## src/rtl/pixel_array_readout_ctrl.sv

```systemverilog
// rtl/pixel_array_readout_ctrl.sv - global-shutter pixel array sequencer and row readout streamer
//
// Purpose:
//   Runs one global-shutter frame per START: erase, expose, a shared 8-bit
//   ramp conversion, then reads the array one row at a time into a row
//   buffer and streams the pixels out over a valid/ready interface.
//
// Ports:
//   CLK, RESET     clock (rising edge) and synchronous active-high reset
//   START          frame request, sampled only while idle
//   ERASE          pixel erase strobe
//   EXPOSE         exposure window
//   RAMP           conversion ramp enable
//   COUNTER        conversion code broadcast to the array (0 outside conversion)
//   READ           one-hot row select
//   DATA_IN        row data from the array, DATA_IN[c] is column c
//   PIXEL_DATA     streamed pixel value
//   PIXEL_VALID    PIXEL_DATA valid
//   PIXEL_READY    sink ready; a transfer is VALID && READY at a rising edge
//   PIXEL_LAST     marks the final pixel of the frame
//   BUSY           high whenever a frame is in progress
//
// Build option:
//   READOUT_TEST_PATTERN_EN - row buffer loads {row[3:0], col[3:0]} instead of
//   DATA_IN; strobe timing is unchanged.

module pixel_array_readout_ctrl #(
  parameter int PIXEL_ARRAY_WIDTH  = 2,
  parameter int PIXEL_ARRAY_HEIGHT = 2,
  parameter int ERASE_CYCLES       = 5,
  parameter int EXPOSE_CYCLES      = 255,
  parameter int READ_CYCLES        = 2
) (
  input  logic                                CLK,
  input  logic                                RESET,
  input  logic                                START,
  output logic                                ERASE,
  output logic                                EXPOSE,
  output logic                                RAMP,
  output logic [7:0]                          COUNTER,
  output logic [PIXEL_ARRAY_HEIGHT-1:0]       READ,
  input  logic [PIXEL_ARRAY_WIDTH-1:0][7:0]   DATA_IN,
  output logic [7:0]                          PIXEL_DATA,
  output logic                                PIXEL_VALID,
  input  logic                                PIXEL_READY,
  output logic                                PIXEL_LAST,
  output logic                                BUSY
);

  localparam int W     = PIXEL_ARRAY_WIDTH;
  localparam int H     = PIXEL_ARRAY_HEIGHT;
  localparam int COL_W = (W > 1) ? $clog2(W) : 1;
  localparam int ROW_W = (H > 1) ? $clog2(H) : 1;

  // Phase counter covers the longest timed phase; conversion needs 256 steps.
  localparam int MAX_A     = (ERASE_CYCLES > EXPOSE_CYCLES) ? ERASE_CYCLES : EXPOSE_CYCLES;
  localparam int MAX_B     = (MAX_A > READ_CYCLES) ? MAX_A : READ_CYCLES;
  localparam int PHASE_MAX = (MAX_B > 256) ? MAX_B : 256;
  localparam int PHASE_W   = $clog2(PHASE_MAX);

  localparam logic [COL_W-1:0]   LAST_COL    = COL_W'(W - 1);
  localparam logic [ROW_W-1:0]   LAST_ROW    = ROW_W'(H - 1);
  localparam logic [PHASE_W-1:0] ERASE_LAST  = PHASE_W'(ERASE_CYCLES - 1);
  localparam logic [PHASE_W-1:0] EXPOSE_LAST = PHASE_W'(EXPOSE_CYCLES - 1);
  localparam logic [PHASE_W-1:0] READ_LAST   = PHASE_W'(READ_CYCLES - 1);

  typedef enum logic [2:0] {
    IDLE,
    ERASE_S,
    EXPOSE_S,
    CONVERT,
    READ_S,
    STREAM
  } state_t;

  state_t               state;
  logic [PHASE_W-1:0]   phase;
  logic [COL_W-1:0]     col;
  logic [ROW_W-1:0]     row;
  logic [W-1:0][7:0]    row_buf;
  logic [W-1:0][7:0]    capture_data;
  logic [COL_W-1:0]     col_nxt;
  logic [ROW_W-1:0]     row_nxt;

  assign col_nxt = col + 1'b1;
  assign row_nxt = row + 1'b1;

  // What the row buffer loads at the end of the READ window.
  always_comb begin
    capture_data = '0;
    for (int c = 0; c < W; c++) begin
`ifdef READOUT_TEST_PATTERN_EN
      capture_data[c] = {4'(row), 4'(c)};
`else
      capture_data[c] = DATA_IN[c];
`endif
    end
  end

  always_ff @(posedge CLK) begin
    if (RESET) begin
      state       <= IDLE;
      phase       <= '0;
      col         <= '0;
      row         <= '0;
      row_buf     <= '0;
      ERASE       <= 1'b0;
      EXPOSE      <= 1'b0;
      RAMP        <= 1'b0;
      COUNTER     <= 8'd0;
      READ        <= '0;
      PIXEL_DATA  <= 8'd0;
      PIXEL_VALID <= 1'b0;
      PIXEL_LAST  <= 1'b0;
      BUSY        <= 1'b0;
    end else begin
      case (state)
        IDLE: begin
          if (START) begin
            state <= ERASE_S;
            ERASE <= 1'b1;
            BUSY  <= 1'b1;
            phase <= '0;
            row   <= '0;
            col   <= '0;
          end
        end

        ERASE_S: begin
          if (phase == ERASE_LAST) begin
            ERASE  <= 1'b0;
            EXPOSE <= 1'b1;
            phase  <= '0;
            state  <= EXPOSE_S;
          end else begin
            phase <= phase + 1'b1;
          end
        end

        EXPOSE_S: begin
          if (phase == EXPOSE_LAST) begin
            EXPOSE  <= 1'b0;
            RAMP    <= 1'b1;
            COUNTER <= 8'd0;
            phase   <= '0;
            state   <= CONVERT;
          end else begin
            phase <= phase + 1'b1;
          end
        end

        // COUNTER itself sequences the 256 conversion steps.
        CONVERT: begin
          if (COUNTER == 8'hFF) begin
            RAMP    <= 1'b0;
            COUNTER <= 8'd0;
            READ    <= H'(1) << row;
            phase   <= '0;
            state   <= READ_S;
          end else begin
            COUNTER <= COUNTER + 8'd1;
          end
        end

        // Capture on the edge that ends the last READ cycle and present
        // column 0 straight away so VALID rises in the first STREAM cycle.
        READ_S: begin
          if (phase == READ_LAST) begin
            READ        <= '0;
            row_buf     <= capture_data;
            PIXEL_DATA  <= capture_data[0];
            PIXEL_VALID <= 1'b1;
            PIXEL_LAST  <= (row == LAST_ROW) && (LAST_COL == '0);
            col         <= '0;
            state       <= STREAM;
          end else begin
            phase <= phase + 1'b1;
          end
        end

        // Data/LAST only change on a transfer, so they hold under backpressure.
        STREAM: begin
          if (PIXEL_VALID && PIXEL_READY) begin
            if (col == LAST_COL) begin
              PIXEL_VALID <= 1'b0;
              PIXEL_LAST  <= 1'b0;
              PIXEL_DATA  <= 8'd0;
              col         <= '0;
              phase       <= '0;
              if (row == LAST_ROW) begin
                row   <= '0;
                BUSY  <= 1'b0;
                state <= IDLE;
              end else begin
                row   <= row_nxt;
                READ  <= H'(1) << row_nxt;
                state <= READ_S;
              end
            end else begin
              col        <= col_nxt;
              PIXEL_DATA <= row_buf[col_nxt];
              PIXEL_LAST <= (row == LAST_ROW) && (col_nxt == LAST_COL);
            end
          end
        end

        default: state <= IDLE;
      endcase
    end
  end

endmodule

```

## config.mk

```make
export PLATFORM = sky130hd
export DESIGN_NAME = pixel_array_readout_ctrl
export DESIGN_NICKNAME = d
export VERILOG_FILES = /design/src/rtl/pixel_array_readout_ctrl.sv
export SDC_FILE = /design/constraint.sdc
export NUM_CORES = 1
export LEC_CHECK = 0
export BUFFER_PORTS_ARGS = -buffer_cell sky130_fd_sc_hd__buf_2
export CAP_MARGIN = 10
export CORE_ASPECT_RATIO = 2
export CORE_MARGIN = 2
export CORE_UTILIZATION = 26
export CTS_CLUSTER_SIZE = 8
export DETAILED_ROUTE_END_ITERATION = 12
export PLACE_DENSITY = 0.54
export SYNTH_ARGS = -nofsm -noshare
export SYNTH_HDL_FRONTEND = slang
export SYNTH_SLANG_ARGS = --single-unit
export TNS_END_PERCENT = 1
```

## constraint.sdc

```tcl
create_clock -name CLK -period 2.2 [get_ports CLK]
set_input_delay 0.22 -clock CLK [delete_from_list [all_inputs] [get_ports CLK]]
set_output_delay 0.22 -clock CLK [all_outputs]
set_load 0.005 [all_outputs]
```

# [Yosys cells after proc, flatten, opt, wreduce, memory -nomap -nowiden]
# Index checks and enable logic that the tools add are counted.
[word_totals] regBits=53 in_bits=20 out_inout_bits=24 elab_cells=126
[classes] n_addsub=4 magnitude_cmp=1 n_eq_ne=19 n_shift=2 n_mux=61 reduce_logical=24
[ops] operator="$mux 8" count=14
[ops] operator="$pmux 8 s6" count=1
[ops] operator="$pmux 8 s2" count=2
[ops] operator="$mux 3" count=8
[ops] operator="$mux 1" count=21
[ops] operator="$ne 2x2->1 const B" count=10
[ops] operator="$pmux 3 s6" count=1
[ops] operator="$add 8x1->8 const B" count=2
[ops] operator="$eq 8x8->1 const B" count=2
[ops] operator="$pmux 1 s2" count=7
[ops] operator="$reduce_and 3->1" count=4
[ops] operator="$reduce_and 4->1" count=3
[ops] operator="$reduce_and 6->1" count=2
[ops] operator="$mux 2" count=5
[ops] operator="$reduce_bool 2->1" count=5
[ops] operator="$eq 8x1->1 const B" count=1
[ops] operator="$eq 8x3->1 const B" count=1
[ops] operator="$reduce_and 7->1" count=1
[ops] operator="$eq 3x2->1 const B" count=2
[ops] operator="$eq 3x3->1 const B" count=2
[ops] operator="$pmux 2 s3" count=1
[ops] operator="$reduce_bool 3->1" count=2
[ops] operator="$reduce_bool 6->1" count=1
[ops] operator="$reduce_and 5->1" count=1
[ops] operator="8 further kinds" count=12

# [Logic depth before layout (Yosys ltp)]
# Gate-level depths: netlist (run 1).
[logic_depth] ltp_word=6 depth_mapped=8 depth_no_buf=8

# [Worst setup path after synthesis (run 1)]
# Ideal clock, no wire load.
[synth_path] kind="register to register" start="reg phase[0]" end="reg phase[2]" setup_time_ps=75 arrival_ps=1709 t_required_ps=2125 setup_slack_ps=415 path_stages_with_launch=8 n_path_buf=0 period_less_slack_ps=1785 path_cell_list="dfxtp_1 > inv_1 > ha_1 > nand3_1 > nor3_1 > o32ai_2 > nand4_1 > o21ai_0"
[synth_via] elab_chain_len=3 elab_cells_between_ends=10 classes_between="add/sub: 1; eq/ne: 4; mux: 4; reduce/logical: 1"
[synth_rtl] item="from (decl)" line="77" source="logic [PHASE_W-1:0] phase;"
[synth_rtl] item="from (signal assigned)" line="136" source="phase <= phase + 1'b1;"
[synth_rtl] item="from (signal assigned)" line="148" source="phase <= phase + 1'b1;"
[synth_rtl] item="from (signal assigned)" line="177" source="phase <= phase + 1'b1;"
[synth_rtl] item="$add 8x1->8, or another cell as far along" line="136, 148, 177"
[synth_rtl] item="$mux 8, or another cell as far along" line="168" source="if (phase == READ_LAST) begin"
[synth_rtl] item="$pmux 8 s6 / $reduce_and 6->1 (equally long branches)"
# Several ways; a longest one is shown, not always the timed one. The select of a mux whose other input is x is not followed.
# A chain may end at the register's enable or synchronous reset.

# [Worst setup path in the final report (run 1)]
[layout_path] start="reg state[0]" end="reg state[2]"
[layout_via] elab_chain_len=3 elab_cells_between_ends=15 classes_between="eq/ne: 12; mux: 1; reduce/logical: 2"
[layout_rtl] item="from (decl)" line="76" source="state_t state;"
[layout_rtl] item="from (signal assigned)" line="102" source="state <= IDLE;"
[layout_rtl] item="from (signal assigned)" line="120" source="state <= ERASE_S;"
[layout_rtl] item="from (signal assigned)" line="134" source="state <= EXPOSE_S;"
[layout_rtl] item="$eq 3x3->1, or another cell as far along" line="117" source="case (state)"
[layout_rtl] item="$ne 2x2->1 (no source line)"
[layout_rtl] item="$reduce_and 7->1 (no source line)"
# Several ways; a longest one is shown, not always the timed one.

==> results.cfg, run 1 <==
[grt]
grt_pass1_wl_mm = 10.02
grt_usage_pct = 12.61
globalRouteOverflowTotal = 0
antenna_found_initial = 0
grt_max_degree = 39
grt_pass1_vias = 2184

[sta]
fin_tns_setup_ps = 0
clock_skew_ps = 6.667
setup_viol = 0
finalHoldViolCount = 0
timing.fmax_mhz = 517.2
period_minus_slack_ps = 1933
rsz0062_at_grt = no
slew_headroom_pct = 55.55
tightest_slew_ps = 657.4
finalCritPeriodShare_pct = 87.88
finalMaxSlewViolations = 0

[power]
power_w = 0.001833
leakage_nw = 1.198
irDropWorstVdd_uv = 419.1
power_density_nw_per_um2 = 635.8

[clock_tree]
path_clk_slew_ps = 60
clock_latency_ps = 290
cts_buffer_depth = 2
post_cts_resized = 0
post_cts_buffers = 0
cts_inserted_buffers = 5
postCtsHoldBufs = 0
cts_tree = built
cts_num_sinks = 45
cts.htree.levels = 2
clk_root_buffer_cell = clkbuf_16

[route]
route.detailed.drc = 0
routed.top_layer = met4
num_vias = 2245
wl_per_cell_um = 14.44
met1_length_mm = 2.395
routed_wl_mm = 6.280
drtPass1Iterations = 4
met3WireLength_um = 151
dr_wl_met2_mm = 3.557
vias_per_cell = 5.161
final_antenna_net_count = 0
drtIter0Drc = 128

[cells_and_area]
post-route-util_pct = 32.21
synthToLayoutAreaGrowth_pct = 20.63
fin_nets = 359
n_antenna_cell = 0
drive_gt1_share_pct = 22.22

[run]
timing.max_cap.violations = 0

[logic_synthesis]
synth-seq-cells = 45
synth_warnings = 0
synth_area_um2 = 2390
synth-edff-count = 0
synth_nets = 314
synth_area_per_cell_um2 = 8.327
synth.distinct_cells = 49
async_flop_share_pct = 0
syn_inst = 287
ys.flop_type = dfxtp_1
seq_area_frac_synth_pct = 37.70

[setup_path]
path_max_fanout = 17
start_kind = register
worstReg2RegStart = state[0]$_SDFFE_PP0P_
path_class = reg2reg
crit_required_ps = 2380
cp.arrival_ps = 2110
crit_path_end_kind = register
r2r_slack_ps = 270
r2r-end = state[2]$_SDFFE_PP0P_
reg2regPathDepth = 5

[floorplanning]
io-pin-count = 44
core_area_um2 = 8951
die_y_um = 139.6
row_count = 49
initial_utilization_pct = 26.70
die_x_um = 71.79
die-area_um2 = 10020

[hold_path]
min_path_type = in2reg
hold_path.startpoint = DATA_IN[12]
min_to = row_buf[12]$_SDFFE_PP0P_
hold_depth = 3

[place]
port_buffers = 43
gp_congestion = 0.8656
place_hpwl_mm = 4.740

[outcome]
outcome = finished clean
==> cell families (layout without fill, tap and decap cells) <==
| logic type | count (synthesis) | count (layout) | share of synthesized area (%) |
|---|---|---|---|
| compound gates | 69 | 69 | 19.06 |
| xor+xnor | 1 | 1 | 0.3666 |
| fa+ha+maj | 7 | 7 | 3.665 |
| buf+inv | 28 | 74 | 5.236 |
| flops | 45 | 45 | 37.70 |
| mux | 11 | 11 | 4.660 |
| simple gates | 126 | 126 | 29.32 |
==> worst max-delay path: stages, from the launching register on <==
cell and delay, ps:
dfxtp_1 640, nand3b_1 270, a41o_2 380, and4_4 190
nor4b_4 130, o22a_1 220
==> metal layers <==
layer	track usage, %	vias up
li1	-	1130
met1	12.00	1061
met2	24.51	44
met3	1.665	10
met4	7.051	0
met5	0	-
==> layout by cell type, fill, tap and decap left out, drive strengths merged, types with 2 or more instances in the layout <==
cell type  instances
nor4               3
ha                 7
nand4              5
nand2             19
buf               55
nand2b             5
nor3               7
or4                2
clkbuf             6
nor2              37
a211oi            14
o22ai              3
and2               3
and4               3
o21ai             13
clkinvlp           2
a31oi              3
nor4b              3
nor3b             11
or3                3
inv               11
mux2i             10
nor2b              2
dfxtp             45
nand3             16
and3               4
a21oi             27
==> sequential cells by signal, summed over array words and instances (netlist names) <==
signal       cells
COUNTER          8
PIXEL_DATA       8
phase            8
row_buf          8
state            3
READ             2
BUSY             1
ERASE            1
EXPOSE           1
PIXEL_LAST       1
PIXEL_VALID      1
RAMP             1
col              1
row              1
==> how the worst max path moves through the flow <==
| stage | from | to | slack (ps) | depth (start not counted) |
|---|---|---|---|---|
| 3_3_place_gp | state[0]$_SDFFE_PP0P_ | state[2]$_SDFFE_PP0P_ | 340 | 5 |
| 6_report | state[0]$_SDFFE_PP0P_ | state[2]$_SDFFE_PP0P_ | 270 | 5 |
| 3_5_place_dp | state[0]$_SDFFE_PP0P_ | state[2]$_SDFFE_PP0P_ | 280 | 5 |
| 5_1_grt | state[0]$_SDFFE_PP0P_ | READ[0]$_SDFFE_PP0P_ | 120 | 5 |
| 4_1_cts | state[0]$_SDFFE_PP0P_ | READ[0]$_SDFFE_PP0P_ | 270 | 5 |
| 2_1_floorplan | phase[0]$_SDFFE_PP0P_ | phase[2]$_SDFFE_PP0P_ | 420 | 7 |
==> power by group <==
group          leakage, nW  switching (W)  internal, W  total [W]
Sequential           0.363      0.0000250     0.000832   0.000857
Clock               0.0631       0.000332     0.000422   0.000754
Combinational        0.771       0.000115     0.000107   0.000222
==> metrics by stage <==
stage	instances	hold slack [ps]	setup slack [ps]	area, um2
after floorplan	287	363.9	415.3	2390
after global placement	427	446.1	336.3	2739
after detailed placement	427	446.4	284.6	2739
after global routing	435	171.2	123.2	2883
after CTS	435	159.9	273.1	2883
final	435	156.9	266.6	2883
==> synth_stat cells, types with 5 or more instances <==
cell / count / area [um2]
ha_1: 7 / 87.58
nand2_1: 19 / 71.32
nand3_1: 16 / 80.08
nor2_1: 37 / 138.9
mux2i_1: 10 / 100.1
inv_1: 11 / 41.29
nor3_1: 7 / 35.03
nand4_1: 5 / 31.28
clkbuf_1: 5 / 18.77
dfxtp_1: 45 / 900.9
a211oi_1: 14 / 105.1
nand2b_1: 5 / 31.28
nor3b_1: 10 / 75.07
buf_2: 7 / 35.03
o21ai_0: 12 / 60.06
a21oi_1: 27 / 135.1
==> layout make-up <==
| class | count | area [um2] |
|---|---|---|
| clock buffers | 6 | 128.9 |
| clock inverters | 2 | 15.01 |
| fillers | 958 | 6068 |
| inverters | 11 | 41.29 |
| multi-input cells | 214 | 1364 |
| flip-flops and latches | 45 | 900.9 |
| well taps | 102 | 127.6 |
| repair buffers | 55 | 305.3 |
No activity file was read; power rests on OpenSTA's default activity.
==> run 2: changes to the inputs <==
- CORE_ASPECT_RATIO: 2 -> 0.7
==> run 2 against run 1 <==
Cell count is 5.1% higher. Wire length fell by 1.5%. Via count is 1.3% lower. Non-clock buffer count stayed put. Hold slack better by 4.8 ps. First-iteration DRC count increased by 4.7%. Highest routed layer unchanged. Critical path depth stayed put. Largest power group is now clock.
==> results.cfg, run 2 (synthesis gave the netlist of run 1 again) <==
[cells_and_area]
drive_gt1_share_pct = 22.82
fin_nets = 359
synthToLayoutAreaGrowth_pct = 22.98
layout_common_cells = dfxtp_1, buf_2, nor2_1, a21oi_1, nand2_1
layout_commonest_cell = dfxtp_1
n_antenna_cell = 0
nFillCells = 988
fin_cells = 457

[grt]
antenna_found_initial = 0
grt_pass1_wl_mm = 10.42
globalRouteOverflowTotal = 0
grt_pass1_vias = 2036
grt_usage_pct = 13.06
grt_max_degree = 23

[setup_path]
reg2regPathDepth = 5
path_max_fanout = 14
worstReg2RegStart = state[0]$_SDFFE_PP0P_
crit_start = state[0]$_SDFFE_PP0P_
r2r_slack_ps = 290
r2r-end = state[2]$_SDFFE_PP0P_
crit_path_end_kind = register
start_kind = register
endpoint = state[2]$_SDFFE_PP0P_
path_class = reg2reg
cp.arrival_ps = 2080
crit_required_ps = 2370

[sta]
slew_headroom_pct = 58.67
timing.fmax_mhz = 523.8
finalHoldViolCount = 0
period_minus_slack_ps = 1909
finalCritPeriodShare_pct = 86.77
setup_viol = 0
clock_skew_ps = 4.230
fin_tns_setup_ps = 0
rsz0062_at_grt = no
finalMaxSlewViolations = 0
hold_slack_ps = 161.8
tightest_slew_ps = 619.8

[route]
num_vias = 2216
drtPass1Iterations = 5
routed_wl_mm = 6.186
route.detailed.drc = 0
drtIter0Drc = 134
wl_per_cell_um = 13.54
vias_per_cell = 4.849
final_antenna_net_count = 0

[power]
pwr-share-comb_pct = 11.8
p_sw_w = 0.0004786
swShare_pct = 24.44
p_seq_share_pct = 43.8
power_density_nw_per_um2 = 666.4
irDropWorstVdd_uv = 316.8
leakage_nw = 1.214
clockPowerShare_pct = 44.4
internal-power_w = 0.001480

[place]
dpl.cell_count = 449
place_hpwl_mm = 4.655
gp_congestion = 0.7991
port_buffers = 43

[clock_tree]
clk_root_buffer_cell = clkbuf_16
cts_buffer_depth = 2
cts_num_sinks = 45
cts_inserted_buffers = 5
clock_latency_ps = 290
cts.htree.levels = 2
cts_tree = built
path_clk_slew_ps = 70
post_cts_buffers = 0

[floorplanning]
die_x_um = 118.6
row_count = 29
initial_utilization_pct = 26.56
die_y_um = 84.21
core_area_um2 = 8999
io-pin-count = 44
die-area_um2 = 9986

[hold_path]
hold_path.startpoint = DATA_IN[9]
min_path_type = in2reg

[outcome]
outcome = finished clean

[run]
timing.max_cap.violations = 0
run 2: cell count changes in the layout (fill, tap and decap cells not counted):
cell | before | now
bufinv_16 | 0 | 1
clkbuf_1 | 1 | 0
clkinv_4 | 0 | 1
clkinvlp_4 | 2 | 1
dfxtp_1 | 45 | 44
dfxtp_2 | 0 | 1
run 2: worst min path at each step:
stage	slack, ps	cells after the start	to
3_5_place_dp	450	2	READ[0]$_SDFFE_PP0P_
5_1_grt	160	3	row_buf[10]$_SDFFE_PP0P_
6_report	160	3	row_buf[9]$_SDFFE_PP0P_
4_1_cts	150	3	row_buf[12]$_SDFFE_PP0P_
3_3_place_gp	440	2	READ[0]$_SDFFE_PP0P_
2_1_floorplan	360	2	row_buf[10]$_SDFFE_PP0P_
run 2: through the flow:
stage | setup slack [ps] | total power, W | cell area [um2] | utilization, %
floorplan | 415.3 | 0.001023 | 2390 | -
global placement | 295.1 | 0.001103 | 2766 | 30.74
detailed placement | 207.5 | 0.001105 | 2766 | 30.74
CTS | 204.5 | 0.001984 | 2938 | 32.65
global route | 93.24 | 0.002040 | 2939 | 32.66
finish | 291.0 | 0.001959 | 2939 | 32.66
run 2: worst max-delay path, cell delays in order (launching register included):
cell and delay [ps]:
dfxtp_1 600, nand3b_1 290, a41o_2 380, and4_4 180, nor4b_4 120, o22a_1 210
run 2: power by group through the flow:
stage	combinational (W)	sequential [W]	clock (W)
2_1_floorplan	0.000162	0.000861	0
3_3_place_gp	0.000227	0.000875	0
3_5_place_dp	0.000229	0.000876	0
4_1_cts	0.000230	0.000858	0.000896
5_1_grt	0.000256	0.000863	0.000922
6_report	0.000231	0.000858	0.000869
run 2: layer usage:
layer  share of wire [%]  global-route usage (%)  wire [um]
met2                  39                   16.67       2393
met1                  54                   20.03       3354
met5                   0                       0          0
met4                 1.6                   5.519        102
met3                 5.4                   3.533        336
run 2: final cells by class:
class | instances | area [um2] | share of cell area (%)
clock inverters | 3 | 46.29 | 1.575
clock buffers | 5 | 125.1 | 4.257
well taps | 124 | 155.1 | 5.279
multi-input cells | 214 | 1364 | 46.40
flip-flops and latches | 45 | 902.1 | 30.69
repair buffers | 55 | 305.3 | 10.39
inverters | 11 | 41.29 | 1.405
run 2: timing repair:
item,CTS,global route
endpoints found under the setup margin,0,4
gates resized for setup,0,1
hold buffers,0,0
==> run 3: changes to the inputs <==
- RECOVER_POWER: default -> 50
==> run 3 against run 2 <==
Utilization decreased by 0.35 points. Clock skew rose by 1.2 ps. Final area shrank 1.1%. Critical endpoint is now phase[2]$_SDFFE_PP0P_. Sequential cell count unchanged. Combinational power is 2% lower.
==> results.cfg, run 3 (synthesis gave the netlist of run 1 again) <==
[outcome]
outcome = finished clean

[floorplanning]
die_x_um = 118.6
io-pin-count = 44
die_y_um = 84.21
die-area_um2 = 9986
core_area_um2 = 8999
row_count = 29
initial_utilization_pct = 26.56

[sta]
timing.fmax_mhz = 512.3
slew_headroom_pct = 58.14
setup_viol = 0
rsz0062_at_grt = no
clock_skew_ps = 5.449
setup_ws_ps = 248.0
period_minus_slack_ps = 1952
finalCritPeriodShare_pct = 88.73
finalHoldViolCount = 0
tightest_slew_ps = 627.9
fin_tns_setup_ps = 0
finalMaxSlewViolations = 0

[setup_path]
path_class = reg2reg
start_kind = register
crit_path_end_kind = register
max_stage_delay_ps = 450
critical_path.cell_chain = clkbuf_1 -> and2_1 -> a211oi_1 -> a31oi_1 -> buf_4 -> a22oi_1 -> o21ai_0
cp.arrival_ps = 2110
path_max_fanout = 14
crit_required_ps = 2360
critical_path.slowest_cell = dfxtp_1

[power]
power_w = 0.001954
irDropWorstVdd_uv = 317.9
power_density_nw_per_um2 = 671.9
leakage_nw = 1.160

[grt]
globalRouteOverflowTotal = 0
grt_pass1_vias = 2036
grt_usage_pct = 13.06
grt_max_degree = 23
antenna_found_initial = 0
grt_pass1_wl_mm = 10.42

[run]
timing.max_cap.violations = 0

[cells_and_area]
n_antenna_cell = 0
layout_common_cells = dfxtp_1, nor2_1, buf_2, a21oi_1, nand2_1
layout_commonest_cell = dfxtp_1
drive_gt1_share_pct = 18.62
fin_nets = 359
synthToLayoutAreaGrowth_pct = 21.68

[clock_tree]
cts_tree = built
clk_root_buffer_cell = clkbuf_16
clock_latency_ps = 290
cts_buffer_depth = 2
postCtsHoldBufs = 0
cts_inserted_buffers = 5
cts_num_sinks = 45
cts.htree.levels = 2
path_clk_slew_ps = 70

[route]
routed_wl_mm = 6.186
route.detailed.drc = 0
drtPass1Iterations = 4
num_vias = 2208
wl_per_cell_um = 13.54
vias_per_cell = 4.832
drtIter0Drc = 146
final_antenna_net_count = 0

[place]
port_buffers = 43
pre_cts_ws_ps = 207.5
place_hpwl_mm = 4.655
gp_congestion = 0.7991

[hold_path]
min_path_type = in2reg
run 3: power by group:
part	switching, W	internal (W)
registers	0.0000265	0.000832
logic	0.000121	0.000106
clock network	0.000331	0.000538
total	0.000478	0.00148
run 3: path summary, 6_finish.rpt:
| check | start | endpoint | slack (ps) | cells past startpoint |
|---|---|---|---|---|
| max | state[0]$_SDFFE_PP0P_ | phase[2]$_SDFFE_PP0P_ | 250 | 7 |
| min | DATA_IN[9] | row_buf[9]$_SDFFE_PP0P_ | 160 | 3 |
| max reg2reg | state[0]$_SDFFE_PP0P_ | phase[2]$_SDFFE_PP0P_ | 250 | 7 |
| min reg2reg | READ[0]$_SDFFE_PP0P_ | READ[0]$_SDFFE_PP0P_ | 460 | 2 |
run 3: metrics by stage:
step                      instances  util, %  hold slack (ps)  area, um2
final                           457    32.31            159.9       2908
after global routing            457    32.31            164.8       2908
after CTS                       457    32.65            153.7       2938
after detailed placement        449    30.74            447.7       2766
after global placement          449    30.74            443.6       2766
after floorplan                 287        -            363.9       2390
run 3: layer usage:
layer  vias to the layer above  wire, um  global-route usage (%)
met5                         -         0                       0
met4                         0       102                   5.519
met3                         6       353                   3.533
met2                        56      2360                   16.67
met1                      1014      3369                   20.03
li1                       1132         -                       -
run 3: cell type report:
type / count / area [um2]
clock buffers: 5 / 125.1
clock inverters: 3 / 46.29
fillers: 996 / 6091
inverters: 11 / 41.29
multi-input cells: 214 / 1359
flip-flops and latches: 45 / 902.1
well taps: 124 / 155.1
repair buffers: 55 / 279.0
run 3: repair_timing:
action / 4_1_cts / 5_1_grt
resized for setup: 0 / 1
setup endpoints to repair: 0 / 4
setup buffers: 0 / 0
run 3: worst max-delay path: cells and delay by family, from the launching register on:
kind	cells	cell delay (ps)
buffers and inverters	2	430
AO/OA/AOI/OAI	4	740
AND/OR/NAND/NOR	1	190
flip-flops	1	450
